$ cat config.mk
export PLATFORM = sky130hd
export DESIGN_NAME = bram_writer_flat
export DESIGN_NICKNAME = d
export VERILOG_FILES = /design/src/rtl/bram_writer_pkg.sv /design/src/rtl/bram_writer_if.sv /design/src/rtl/bram_writer.sv /design/src/flat_wrapper.sv
export SDC_FILE = /design/constraint.sdc
export NUM_CORES = 1
export LEC_CHECK = 0
export ABC_AREA = 1
export BUFFER_PORTS_ARGS = -buffer_cell sky130_fd_sc_hd__buf_2
export CAP_MARGIN = 20
export CORE_UTILIZATION = 40
export CTS_CLUSTER_DIAMETER = 150
export DETAILED_ROUTE_END_ITERATION = 16
export GPL_TIMING_DRIVEN = 0
export PLACE_DENSITY = 0.69
export SETUP_SLACK_MARGIN = 0.3
export SLEW_MARGIN = 20
export SYNTH_ARGS = -nofsm -noshare
export SYNTH_HDL_FRONTEND = slang
export SYNTH_SLANG_ARGS = --single-unit
$ cat constraint.sdc
create_clock -name clock -period 1.5 [get_ports clock]
set_clock_uncertainty 0.05 [all_clocks]
set_input_delay 0.075 -clock clock [delete_from_list [all_inputs] [get_ports clock]]
set_output_delay 0.075 -clock clock [all_outputs]
set_load 0.01 [all_outputs]
$ cat src/rtl/bram_writer_pkg.sv
// Shared defaults and writer state type for the DES-result BRAM writer.
// Included by the writer RTL and by its stream interface.
package bram_pkg;

  localparam int DATA_W_DEF = 64;
  localparam int ADDR_W_DEF = 10;
  localparam int DEPTH_DEF  = 1024;

  typedef enum logic [1:0] {
    ST_IDLE  = 2'd0,
    ST_WRITE = 2'd1,
    ST_DONE  = 2'd2
  } wr_state_e;

endpackage

$ cat src/rtl/bram_writer_if.sv
// Valid/ready stream carrying DES result blocks into the BRAM writer.
interface bram_writer_if
  import bram_pkg::*;
#(
  parameter int DATA_W = DATA_W_DEF
);

  logic [DATA_W-1:0] in_data;
  logic              in_valid;
  logic              in_ready;

  modport master (output in_data, output in_valid, input in_ready);
  modport slave  (input in_data, input in_valid, output in_ready);

endinterface

$ cat src/rtl/bram_writer.sv
// Streams DEPTH result blocks into consecutive BRAM addresses, then stops and
// flags any further traffic as overflow. BRAM port outputs lag acceptance by one cycle.
module bram_writer
  import bram_pkg::*;
#(
  parameter int DATA_W = DATA_W_DEF,
  parameter int ADDR_W = ADDR_W_DEF,
  parameter int DEPTH  = DEPTH_DEF
) (
  input  logic              clock,
  input  logic              reset,
  input  logic              enable,
  bram_writer_if.slave      in_if,
  output logic [ADDR_W-1:0] bram_addr,
  output logic [DATA_W-1:0] bram_din,
  output logic              bram_en,
  output logic              bram_we,
  output logic [ADDR_W:0]   count,
  output logic              finish,
  output logic              overflow
);

  localparam logic [ADDR_W:0] LAST_CNT = (ADDR_W+1)'(DEPTH - 1);

  wr_state_e         state_q, state_d;
  logic [ADDR_W-1:0] wptr_q, wptr_d;
  logic [ADDR_W:0]   count_q, count_d;
  logic [ADDR_W-1:0] addr_q, addr_d;
  logic [DATA_W-1:0] din_q, din_d;
  logic              we_q, we_d;
  logic              en_q, en_d;
  logic              finish_q, finish_d;
  logic              overflow_q, overflow_d;
  logic              ready_c;
  logic              accept_c;

  always_ff @(posedge clock) begin
    if (!reset) begin
      state_q    <= ST_IDLE;
      wptr_q     <= '0;
      count_q    <= '0;
      addr_q     <= '0;
      din_q      <= '0;
      we_q       <= 1'b0;
      en_q       <= 1'b0;
      finish_q   <= 1'b0;
      overflow_q <= 1'b0;
    end else begin
      state_q    <= state_d;
      wptr_q     <= wptr_d;
      count_q    <= count_d;
      addr_q     <= addr_d;
      din_q      <= din_d;
      we_q       <= we_d;
      en_q       <= en_d;
      finish_q   <= finish_d;
      overflow_q <= overflow_d;
    end
  end

  always_comb begin
    // Gated by reset so nothing is handed over on an edge that is about to abort.
    ready_c    = reset && (state_q == ST_WRITE) && enable;
    accept_c   = in_if.in_valid && ready_c;
    state_d    = state_q;
    wptr_d     = wptr_q;
    count_d    = count_q;
    addr_d     = addr_q;
    din_d      = din_q;
    we_d       = 1'b0;
    en_d       = 1'b0;
    finish_d   = finish_q;
    overflow_d = overflow_q;
    case (state_q)
      ST_IDLE: begin
        if (enable) state_d = ST_WRITE;
      end
      ST_WRITE: begin
        if (accept_c) begin
          we_d    = 1'b1;
          en_d    = 1'b1;
          addr_d  = wptr_q;
          din_d   = in_if.in_data;
          wptr_d  = wptr_q + ADDR_W'(1);
          count_d = count_q + (ADDR_W+1)'(1);
          if (count_q == LAST_CNT) begin
            state_d  = ST_DONE;
            finish_d = 1'b1;
          end
        end
      end
      ST_DONE: begin
        if (in_if.in_valid) overflow_d = 1'b1;
      end
      default: state_d = ST_IDLE;
    endcase
  end

  assign in_if.in_ready = ready_c;
  assign bram_addr      = addr_q;
  assign bram_din       = din_q;
  assign bram_we        = we_q;
  assign bram_en        = en_q;
  assign count          = count_q;
  assign finish         = finish_q;
  assign overflow       = overflow_q;

endmodule

$ cat src/flat_wrapper.sv
// flat-port wrapper written by rule: the top's interface ports become plain ports
module bram_writer_flat import bram_pkg::*;
#(
  parameter int DATA_W = DATA_W_DEF,
  parameter int ADDR_W = ADDR_W_DEF,
  parameter int DEPTH  = DEPTH_DEF
)
  (clock, reset, enable, bram_addr, bram_din, bram_en, bram_we, count, finish, overflow, in_if_in_data, in_if_in_valid, in_if_in_ready);
  bram_writer_if #(.DATA_W(DATA_W)) in_if_i ();
  input  logic clock;
  input  logic reset;
  input  logic enable;
  output logic [ADDR_W-1:0] bram_addr;
  output logic [DATA_W-1:0] bram_din;
  output logic bram_en;
  output logic bram_we;
  output logic [ADDR_W:0] count;
  output logic finish;
  output logic overflow;
  input wire logic [$bits(in_if_i.in_data)-1:0] in_if_in_data;
  input wire logic [$bits(in_if_i.in_valid)-1:0] in_if_in_valid;
  output wire logic [$bits(in_if_i.in_ready)-1:0] in_if_in_ready;
  assign in_if_i.in_data = in_if_in_data;
  assign in_if_i.in_valid = in_if_in_valid;
  assign in_if_in_ready = in_if_i.in_ready;
  bram_writer #(.DATA_W(DATA_W), .ADDR_W(ADDR_W), .DEPTH(DEPTH)) u_core (.clock(clock), .reset(reset), .enable(enable), .in_if(in_if_i), .bram_addr(bram_addr), .bram_din(bram_din), .bram_en(bram_en), .bram_we(bram_we), .count(count), .finish(finish), .overflow(overflow));
endmodule
# [Word-level counts from Yosys, hierarchy flattened]
# Cells that the tools add are included.
[word_totals] output_inout_bits=90 elab_cells=31 input_bits=68 register_bits=100
[classes] n_bitwise=1 eq_ne=6 n_mux=5 addsub=2 reduce_logical=9
[op_table] operator="$add A11 B1 Y11 const B" n=1
[op_table] operator="$eq A11 B10 Y1 const B" n=1
[op_table] operator="$add A10 B1 Y10 const B" n=1
[op_table] operator="$mux W2" n=3
[op_table] operator="$pmux W2 S3" n=1
[op_table] operator="$reduce_and A2 Y1" n=3
[op_table] operator="$ne A2 B2 Y1 const B" n=2
[op_table] operator="$reduce_and A4 Y1" n=1
[op_table] operator="$logic_and A1 B1 Y1" n=3
[op_table] operator="$reduce_and A3 Y1" n=1
[op_table] operator="$eq A2 B1 Y1 const B" n=1
[op_table] operator="$eq A2 B2 Y1 const B" n=1
[op_table] operator="$logic_not A2 Y1" n=1
[op_table] operator="$ne A2 B1 Y1 const B" n=1
[op_table] operator="$mux W1" n=1
[op_table] operator="$not A1 Y1" n=1

# [Longest topological paths before layout]
# Gate-level depths: netlist of the first run.
[logic_depth] depth_word=6 depth_mapped=8

# [Worst setup path before layout of the first run]
# Ideal clock, no wire load.
[synth_path] path_kind="reg-to-reg" from="register u_core.count_q[1], in the netlist u_core.count[1]" to="register u_core.count_q[10], in the netlist u_core.count[10]" synth_period_minus_slack_ns=1.396 setup_time_ns=0.070 required_ns=1.380 path_stages_with_launch=8 t_arrival_ns=1.275 slack_ns=0.104 cell_sequence="dfxtp_1 ha_1 nand3_1 nor2_1 nand2_1 nor2_1 nand2_1 a21oi_1"
[synth_via] elab_chain_len=1
[synth_rtl] item="start: declaration" line="bram_writer.sv:27" source="logic [ADDR_W:0] count_q, count_d;"
[synth_rtl] item="start signal: assignment" line="bram_writer.sv:51" source="count_q <= count_d;"
[synth_rtl] item="$add A11 B1 Y11" line="bram_writer.sv:85" source="count_d = count_q + (ADDR_W+1)'(1);"
# No other way between the ends.
# A chain may end at the register's enable or synchronous reset.

# [Final worst setup path of the first run]
[layout_path] from="register u_core.state_q[1]" to="register u_core.din_q[36], in the netlist u_core.bram_din[36]"
[layout_via] elab_chain_len=5
[layout_rtl] item="start: declaration" line="bram_writer.sv:25" source="wr_state_e state_q, state_d;"
[layout_rtl] item="start signal: assignment" line="bram_writer.sv:49" source="state_q <= state_d;"
[layout_rtl] item="$eq A2 B1 Y1 *" line="bram_writer.sv:63, bram_writer.sv:74"
[layout_rtl] item="$logic_and A1 B1 Y1 (2 in a row)" line="bram_writer.sv:63" source="ready_c = reset && (state_q == ST_WRITE) && enable;"
[layout_rtl] item="$logic_and A1 B1 Y1" line="bram_writer.sv:64" source="accept_c = in_if.in_valid && ready_c;"
[layout_rtl] item="$reduce_and A2 Y1 (no line) *"
[layout_rtl] item="end signal: assignment" line="bram_writer.sv:53" source="din_q <= din_d;"
[layout_rtl] item="end: declaration" line="bram_writer.sv:29" source="logic [DATA_W-1:0] din_q, din_d;"
# Every way passes the cells marked *; elsewhere a longest branch is shown, timed or not.

==> flow_summary.toml, run 1 <==
[status]
outcome = "finished with violations"
violations = "hold timing"

[grt]
overflow = 0
antenna_found_initial = 0
grt_max_degree = 18
grt_pass1_wl_microns = 18000
grt_pass1_vias = 3939
grtUsageTotal_pct = 23.1

[logic_synthesis]
synth_cell_type_count = 23
synth_compound_area_share_pct = 13.5
yosys_warnings = 0
synthesis.area_sq_um = 3780
syn-num-nets = 566
ys_ff_latch = 100
avgSynthCellArea_sq_um = 7.62
synthMuxAreaShare_pct = 0
synth-xor-area-share_pct = 1.16
seq_area_frac_synth_pct = 53.0
yosys.area_share.simple_pct = 24.5
synth_top_family_by_area = "simple AND/OR/NAND/NOR gates"
synthCells = 496
synth_fa_ha_area_share_pct = 0.662

[clocking]
insertion_delay_ns = 0.35
h-tree-depth = 3
cts_buffer_depth = 2
cts_tree = "done"
cts_made_buffers = 9
clockRootBuffer = "clkbuf_8"
clk_pin_slew_ns = 0.10
clkSinkCount = 100

[place]
place_hpwl_microns = 7000
post-place-ws_ns = -0.0865
globalplace.congestion = 0.855
placed_cells = 763
place_area_sq_um = 4760
io_buffers = 156

[setup_path]
path_class = "reg -> reg"
crit_required_ns = 1.73
critPathLaunchType = "flop"
worstPathArrival_ns = 1.65
path_max_fanout = 7
r2r_cells = 8
end_kind = "flop"

[route]
ant_nets = 0
wl_met2_microns = 6410
wl_met3_microns = 551
wl_met1_microns = 5060
wl_per_cell_microns = 14.4
vias = 4216
vias_per_cell = 4.91
routed_wl_microns = 12400
remaining_drc_errors = 0
detail_route.first_pass.iterations = 5
topRoutingLayerUsed = "met4"
drt-initial-drc-count = 155

[floorplanning]
dieArea_sq_um = 9840
die_w_microns = 99.2
core_area_sq_um = 9200
io_pins = 158
die_y_microns = 99.2
start_util_pct = 41.1
placementRows = 35

[worst_hold_path]
min_path_cells = 3
holdCritPathClass = "in -> reg"

[power_and_ir_drop]
ir_drop_v = 0.000444
p_leak_uw = 0.00275
p_per_area_nw_per_um2 = 786

[layout]
fin_area_sq_um = 6230
antenna_cells = 0
final_nets = 812
stdcell_count = 858
multi_input_area_sq_um = 1890
layout-drive-gt1-share_pct = 41.8
seqCellArea_sq_um = 2030
area_growth_pct = 64.8
n_fill_cell = 729
final_util_pct = 67.7

[run]
drv_cap = 0

[sta]
slew_headroom_pct = 55.6
max_freq_mhz = 706
period_needed_ns = 1.42
fin_ws_ns = 0.0828
final_max_slew_viol_count = 0
worst_slew_pin_slew_ns = 0.666
holdWs_ns = -0.00478
rsz0062_at_grt = "yes"
finalSetupViolations = 0
timing.final.crit_share_pct = 94.5
hold_violations = 1
critical path, stage by stage (launching register included):
cell and delay (ns):
dfxtp_4 0.38, inv_4 0.06, nand2_4 0.05, nor3_4 0.15, buf_12 0.16, buf_8 0.14
buf_6 0.12, nand2_1 0.08, a21oi_2 0.16
power by group:
part | switching [uW] | leakage [uW] | total, uW | internal [uW]
combinational | 279 | 0.00184 | 585 | 305
sequential | 27.4 | 0.000814 | 2720 | 2690
clock | 928 | 0.0000933 | 1590 | 664
cells by family (layout without fill, tap and decap cells):
family | after synthesis | in the layout
AOI/OAI and AO/OA | 101 | 101
xor gates and xnor gates | 5 | 5
adders and majority gates | 2 | 2
buffers and inverters | 56 | 307
DFF | 100 | 100
and+or+nand+nor | 232 | 232
cell type report:
cell class / count / area share, %
Tap cell: 111 / 2.23
Inverter: 25 / 1.55
Clock buffer: 10 / 2.21
Multi-Input combinational cell: 340 / 30.3
Timing Repair Buffer: 235 / 25.8
Sequential cell: 100 / 32.5
Clock inverter: 6 / 0.763
Buffer: 31 / 4.64
timing repair:
action / 4_1_cts / 5_1_grt
pin swaps: 5 / 26
resized for setup: 44 / 120
hold buffers: 64 / 0
hold endpoints to repair: 67 / 0
gates cloned: 7 / 1
setup buffers: 3 / 4
endpoints found under the setup margin: 99 / 100
Yosys cell counts:
cell	instances	share of area [%]
buf_1	3	0.30
ha_1	2	0.66
buf_6	5	1.5
nand2_2	1	0.17
nor2_1	28	2.8
buf_2	13	1.7
nor3b_1	2	0.40
o21bai_1	1	0.20
clkbuf_1	8	0.79
nor3_4	1	0.43
nand3_1	9	1.2
xor2_1	5	1.2
o21ai_0	9	1.2
o21ai_1	1	0.13
nand4_1	1	0.17
buf_4	2	0.40
inv_1	25	2.5
nand3b_4	1	0.53
a21oi_1	89	12
nand2_1	187	19
dfxtp_1	100	53
o21a_1	1	0.20
nor3_1	2	0.26
layer usage:
| metal | global-route usage (%) | up-vias |
|---|---|---|
| met3 | 3.94 | 31 |
| met4 | 9.62 | 0 |
| met1 | 26.5 | 1985 |
| met2 | 42.3 | 129 |
| met5 | 0 | - |
| li1 | - | 2071 |
registers in the layout, indices dropped and copies added (netlist names):
name	count
u_core.finish	1
u_core.count	11
u_core.bram_addr	10
u_core.bram_din	64
u_core.bram_we	1
u_core.wptr_q	10
u_core.state_q	2
u_core.overflow	1
final timing paths:
| path | startpoint | to | slack (ns) |
|---|---|---|---|
| max | u_core.state_q[1] | u_core.bram_din[36] | 0.08 |
| min | reset | u_core.count[2] | -0.005 |
| max reg2reg | u_core.state_q[1] | u_core.bram_din[36] | 0.08 |
| min reg2reg | u_core.bram_din[34] | u_core.bram_din[34] | 0.41 |
layout by cell type, fill, tap and decap left out, types with 4 or more instances in the layout:
master / Yosys / routed
nand2_4: 0 / 12
clkbuf_1: 8 / 6
a21oi_2: 0 / 34
dlygate4sd3_1: 0 / 64
dfxtp_4: 0 / 5
buf_2: 13 / 157
a21oi_1: 89 / 55
nand2_2: 1 / 25
inv_1: 25 / 23
nand2_1: 187 / 151
buf_8: 0 / 12
o21ai_0: 9 / 6
o21ai_1: 1 / 4
clkbuf_8: 0 / 10
nand3_1: 9 / 6
dfxtp_2: 0 / 4
nor2_4: 0 / 5
nor2_1: 28 / 19
dfxtp_1: 100 / 91
xor2_1: 5 / 5
nor2_2: 0 / 4
buf_6: 5 / 12
buf_4: 2 / 8
stage by stage:
| stage | TNS, ns | power [uW] | hold WS, ns |
|---|---|---|---|
| 2_1_floorplan | 0 | 2950 | 0.168 |
| 3_3_place_gp | -0.540 | 3120 | 0.275 |
| 3_5_place_dp | -1.03 | 3120 | 0.278 |
| 4_1_cts | 0 | 4870 | -0.0238 |
| 5_1_grt | -0.00142 | 5110 | 0.0138 |
| 6_report | 0 | 4890 | -0.00478 |
No activity file was read; power rests on OpenSTA's default activity.
==> run 2: changes to the inputs <==
--- a/config.mk
+++ b/config.mk
@@ -13,7 +13,7 @@
 export DETAILED_ROUTE_END_ITERATION = 16
 export GPL_TIMING_DRIVEN = 0
 export PLACE_DENSITY = 0.69
-export SETUP_SLACK_MARGIN = 0.3
+export SETUP_SLACK_MARGIN = 0.05
 export SLEW_MARGIN = 20
 export SYNTH_ARGS = -nofsm -noshare
 export SYNTH_HDL_FRONTEND = slang
==> run 2 against run 1 <==
The run now ends clean. Via count shrank 2.1%. Utilization shrank 4.7 points. Worst hold slack gained 0.090 ns. Non-clock buffer count shrank 5. Final area shrank 6.9%. Power grew 3.5%. Combinational power shrank 12%.
==> flow_summary.toml, run 2 (same netlist as run 1, synthesis figures left out) <==
[status]
outcome = "finished, final reports clean"

[floorplanning]
start_util_pct = 41.1
placementRows = 35
dieArea_sq_um = 9840
io_pins = 158
die_y_microns = 99.2
die_w_microns = 99.2
core_area_sq_um = 9200

[power_and_ir_drop]
switching_share_pct = 22.8
p_sw_uw = 1160
combPwrFrac_pct = 10.2
p_clk_share_pct = 36.1
intPower_uw = 3910
power_frac_seq_pct = 53.7
ir_drop_v = 0.000459
p_leak_uw = 0.00256
p_per_area_nw_per_um2 = 873

[place]
globalplace.congestion = 0.809
post-place-ws_ns = -0.0673
place_hpwl_microns = 6890
io_buffers = 156

[clocking]
clockRootBuffer = "clkbuf_8"
h-tree-depth = 3
clkSinkCount = 100
cts_tree = "done"
clk_pin_slew_ns = 0.09
insertion_delay_ns = 0.35
cts_made_buffers = 9
cts_buffer_depth = 2

[route]
routed_wl_microns = 11300
drt-initial-drc-count = 132
ant_nets = 0
wl_per_cell_microns = 13.2
detail_route.first_pass.iterations = 5
vias = 4129
vias_per_cell = 4.85
remaining_drc_errors = 0

[setup_path]
path_class = "reg -> reg"
crit_required_ns = 1.67
path_max_fanout = 10
slowest_stage = "dfxtp_4"
end_kind = "flop"
critPathLaunchType = "flop"
critPathMaxStageDelay_ns = 0.38
startpoint = "u_core.state_q[0]"
rrSetupSlack_ns = 0.09
crit_path_cell_trace = "inv_1 > nor2_2 > nand3b_4 > buf_4 > clkbuf_4 > nand2_1 > a21oi_1"
reg2reg_to = "u_core.bram_din[44]"
reg2reg_from = "u_core.state_q[0]"
crit_end = "u_core.bram_din[44]"
worstPathArrival_ns = 1.58
r2r_cells = 7

[layout]
mostFrequentLayoutCell = "nand2_1"
layout_common_cells = "nand2_1 (185), buf_2 (160), dfxtp_1 (94), a21oi_1 (78), dlygate4sd3_1 (66)"
antenna_cells = 0
area_growth_pct = 53.5
layout-drive-gt1-share_pct = 31.3
largest_reg_flops = 64
final_nets = 807

[grt]
antenna_found_initial = 0
overflow = 0
grt_max_degree = 16
grtUsageTotal_pct = 22.5
grt_pass1_vias = 3848
grt_pass1_wl_microns = 17600

[sta]
period_needed_ns = 1.41
max_freq_mhz = 711
holdWs_ns = 0.0856
timing.final.crit_share_pct = 93.7
rsz0062_at_grt = "yes"
fin_ws_ns = 0.0940
finalSetupViolations = 0
slew_headroom_pct = 59.4
worst_slew_pin_slew_ns = 0.609
hold_violations = 0
final_max_slew_viol_count = 0

[run]
drv_cap = 0

[worst_hold_path]
holdCritPathClass = "in -> reg"
==> run 2: cell count changes in the layout (fill, tap and decap cells not counted), moves of 4 or more <==
cell      delta
nand2_1     +34
o21ai_1      -4
buf_6        -5
clkbuf_4     +4
nand2_4     -11
nand2_2     -23
dfxtp_4      -4
a21oi_1     +23
buf_8        -7
a21oi_2     -23
nor2_4       -5
==> run 2: repair_timing <==
action,CTS,global route
cloned,0,2
buffers inserted,1,5
hold endpoints to repair,66,0
pin swaps,1,5
setup endpoints to repair,28,96
resized for setup,6,56
hold buffers,66,0
==> run 2: cell type report <==
class	instances	area [sq um]
Fill cell	803	3400
Sequential cell	100	2010
Multi-Input combinational cell	340	1600
Timing Repair Buffer	230	1520
Buffer	31	224
Tap cell	111	139
Clock buffer	11	131
Inverter	25	93.8
Clock inverter	4	75.1
==> run 2: layer usage <==
layer  up-vias  wire [microns]  track usage, %
li1       2049               -               -
met1      1912            4790            26.1
met2       141            5540            39.2
met3        27             634            4.71
met4         0             304            11.7
met5         -               0               0
==> run 2: through the flow <==
stage	cells	power [uW]	TNS, ns	cell area, sq um	util, %
final	852	5060	0	5800	63.1
after global placement	763	3110	-0.490	4700	51.1
after detailed placement	763	3120	-1.36	4700	51.1
after global routing	852	5270	0	5800	63.1
after floorplan	496	2950	0	3780	-
after CTS	845	5080	0	5590	60.8
==> run 2: worst min path at each step <==
stage / start / end / cells after the start
after floorplan: in_if_in_data[0] / u_core.bram_din[0] / 2
after global placement: in_if_in_data[7] / u_core.bram_din[7] / 3
after detailed placement: in_if_in_data[1] / u_core.bram_din[1] / 3
after CTS: reset / u_core.state_q[0] / 5
after global routing: reset / u_core.state_q[0] / 5
final: reset / u_core.state_q[0] / 5
==> run 2: power by group through the flow <==
| stage | Sequential (uW) | Clock (uW) | Combinational [uW] |
|---|---|---|---|
| after detailed placement | 2780 | 0 | 340 |
| after CTS | 2720 | 1880 | 476 |
| after global placement | 2780 | 0 | 334 |
| final | 2720 | 1830 | 515 |
| after global routing | 2730 | 1980 | 562 |
| after floorplan | 2800 | 0 | 146 |
==> run 2: critical path, delay by kind of cell, from the launching register on <==
family / cells / cell delay (ns)
DFF: 1 / 0.38
AOI/OAI and AO/OA: 1 / 0.07
buffers and inverters: 3 / 0.46
and+or+nand+nor: 3 / 0.32
==> run 3: changes to the inputs <==
--- a/config.mk
+++ b/config.mk
@@ -5,14 +5,13 @@
 export SDC_FILE = /design/constraint.sdc
 export NUM_CORES = 1
 export LEC_CHECK = 0
-export ABC_AREA = 1
 export BUFFER_PORTS_ARGS = -buffer_cell sky130_fd_sc_hd__buf_2
 export CAP_MARGIN = 20
 export CORE_UTILIZATION = 40
-export CTS_CLUSTER_DIAMETER = 150
+export CTS_CLUSTER_DIAMETER = 30
 export DETAILED_ROUTE_END_ITERATION = 16
 export GPL_TIMING_DRIVEN = 0
-export PLACE_DENSITY = 0.69
+export PLACE_DENSITY = 0.68
 export SETUP_SLACK_MARGIN = 0.05
 export SLEW_MARGIN = 20
 export SYNTH_ARGS = -nofsm -noshare
==> run 3 against run 2 <==
The flow now finishes with violations (setup timing). Routed wire length rose by 23%. Largest power group unchanged. Sequential cell count is the same. Synthesized cell count shrank 4.6%. Via count grew 12%. Critical path depth decreased by 2. Non-clock buffer count grew 22. First-iteration DRC count is 67% higher. Largest cell class is now multi-input gates.
==> flow_summary.toml, run 3 <==
[clocking]
clockRootBuffer = "clkbuf_8"
cts_buffer_depth = 2
insertion_delay_ns = 0.37
clkSinkCount = 100
clk_pin_slew_ns = 0.10
h-tree-depth = 3
cts_made_buffers = 9
cts_tree = "done"

[sta]
rsz0062_at_grt = "yes"
finalSetupTns_ns = -0.0208
max_freq_mhz = 662
fin_ws_ns = -0.0112
hold_violations = 0
slew_headroom_pct = 57.2
holdWs_ns = 0.205
final_max_slew_viol_count = 0
worst_slew_pin_slew_ns = 0.642
finalSetupViolations = 3
timing.final.crit_share_pct = 101
period_needed_ns = 1.51

[route]
drt-initial-drc-count = 220
vias = 4618
detail_route.first_pass.iterations = 6
ant_nets = 0
remaining_drc_errors = 0
wl_per_cell_microns = 16.3
vias_per_cell = 5.40
routed_wl_microns = 13900

[layout]
fin_area_sq_um = 6240
final_nets = 787
antenna_cells = 0
mostFrequentLayoutCell = "buf_2"
layout_common_cells = "buf_2 (161), dfxtp_1 (92), nand3_1 (81), a21oi_1 (81), dlygate4sd3_1 (65)"
area_growth_pct = 56.1
stdcell_count = 855
layout-drive-gt1-share_pct = 36.7
largest_reg_flops = 64

[power_and_ir_drop]
p_clk_share_pct = 33.2
p_per_area_nw_per_um2 = 793
p_sw_uw = 1330
switching_share_pct = 26.9
ir_drop_v = 0.000405
combPwrFrac_pct = 12.2
p_leak_uw = 0.00255
power_uw = 4950
power_frac_seq_pct = 54.6
intPower_uw = 3620

[setup_path]
path_class = "reg -> reg"
path_max_fanout = 10
worst-path-buf-inv = 2
cp.depth = 5
worstPathArrival_ns = 1.72
crit_path_cell_trace = "nand4b_4 > buf_8 > buf_12 > o31a_1 > o21a_1"
path_delay_family = "compound AO/OA/AOI/OAI gates"
critPathLaunchType = "flop"
critPathMaxStageDelay_ns = 0.34
crit_required_ns = 1.71
r2r_cells = 5
end_kind = "flop"
slowest_stage = "dfxtp_2"

[place]
io_buffers = 157
place_area_sq_um = 4950
globalplace.congestion = 0.800
place_hpwl_microns = 8570
placed_cells = 763

[logic_synthesis]
synthTopCellsByArea = "dfxtp_1 (50%), a21oi_1 (11%), nand3_1 (10%)"
ys_ff_latch = 100
synthesis.area_sq_um = 4000
avgSynthCellArea_sq_um = 8.45
yosys_warnings = 0
synth_fa_ha_area_share_pct = 0.626
synth_compound_area_share_pct = 23.7
yosysMostFrequentCell = "dfxtp_1"
synth_top_area_share_pct = 50.1
synth_edf_count = 0
synth_top_family_by_area = "compound AO/OA/AOI/OAI gates"
seq_area_frac_synth_pct = 50.1
yosys.area_share.simple_pct = 18.0
synth_ff_type = "dfxtp_1"
async_flop_share_pct = 0
synthCells = 473
synth-xor-area-share_pct = 0
syn-num-nets = 543
synth_common_cells = "dfxtp_1 (100), a21oi_1 (85), nand3_1 (82)"
synth_cell_type_count = 31
yosysTopAreaCell = "dfxtp_1"
synthMuxAreaShare_pct = 1.50

[floorplanning]
core_area_sq_um = 9730
die_y_microns = 102
dieArea_sq_um = 10400
start_util_pct = 41.1
die_w_microns = 102
io_pins = 158
placementRows = 36

[run]
drv_cap = 0

[worst_hold_path]
holdCritPathClass = "in -> reg"
min_path_cells = 4

[status]
outcome = "finished with violations"
violations = "setup timing"

[grt]
antenna_found_initial = 0
overflow = 0
grtUsageTotal_pct = 26.0
grt_pass1_vias = 4302
grt_max_degree = 18
grt_pass1_wl_microns = 21000
==> run 3: layout make-up <==
type / count / area (sq um)
Tap cell: 133 / 166
Sequential cell: 100 / 2020
Fill cell: 859 / 3490
Multi-Input combinational cell: 318 / 2020
Clock buffer: 10 / 138
Buffer: 50 / 302
Inverter: 5 / 23.8
Clock inverter: 6 / 46.3
Timing Repair Buffer: 233 / 1520
==> run 3: repair_timing <==
item                       in CTS  in global routing
gates resized for setup        48                128
setup endpoints to repair      76                 97
hold buffers                   65                  0
pin swaps                       7                 11
hold endpoints to repair       65                  0
buffers inserted                4                  7
==> run 3: metal layers <==
layer | global-route usage (%) | up-vias | wire, microns | part of all wire, %
met1 | 31.6 | 2190 | 5590 | 40
met5 | 0 | - | 0 | 0
li1 | - | 2225 | - | -
met4 | 11.9 | 0 | 398 | 2.9
met3 | 4.72 | 38 | 741 | 5.3
met2 | 44.8 | 165 | 7180 | 52
==> run 3: metrics by stage <==
stage | worst slack (ns) | util (%)
after global placement | -0.124 | 50.9
after detailed placement | -0.159 | 50.9
after CTS | 0.0269 | 60.9
after floorplan | 0.0554 | -
final | -0.0112 | 64.1
after global routing | -0.0405 | 64.1
==> run 3: kinds of logic (layout without fill, tap and decap cells) <==
family | after synthesis | count (layout)
compound gates | 180 | 180
fa+ha+maj | 2 | 2
buf+inv | 55 | 304
flops | 100 | 100
mux | 6 | 6
simple gates | 130 | 130
==> run 3: power groups by stage <==
stage	clock network, uW	registers [uW]	logic (uW)
5_1_grt	1800	2710	642
4_1_cts	1680	2700	543
3_5_place_dp	0	2760	398
3_3_place_gp	0	2760	389
6_report	1640	2700	602
2_1_floorplan	0	2780	185
==> run 3: worst register-to-register path, delay by kind of cell (launching register included) <==
family          cells  cell delay, ns
compound gates      2            0.49
buf+inv             2            0.33
flops               1            0.34
simple gates        1            0.20
==> run 3: worst paths after layout <==
path                           from                end  slack, ns
hold / removal       in_if_in_valid   u_core.wptr_q[6]       0.20
setup / recovery  u_core.state_q[1]    u_core.count[6]      -0.01
setup reg to reg  u_core.state_q[1]    u_core.count[6]      -0.01
hold reg to reg   u_core.state_q[1]  u_core.state_q[0]       0.40
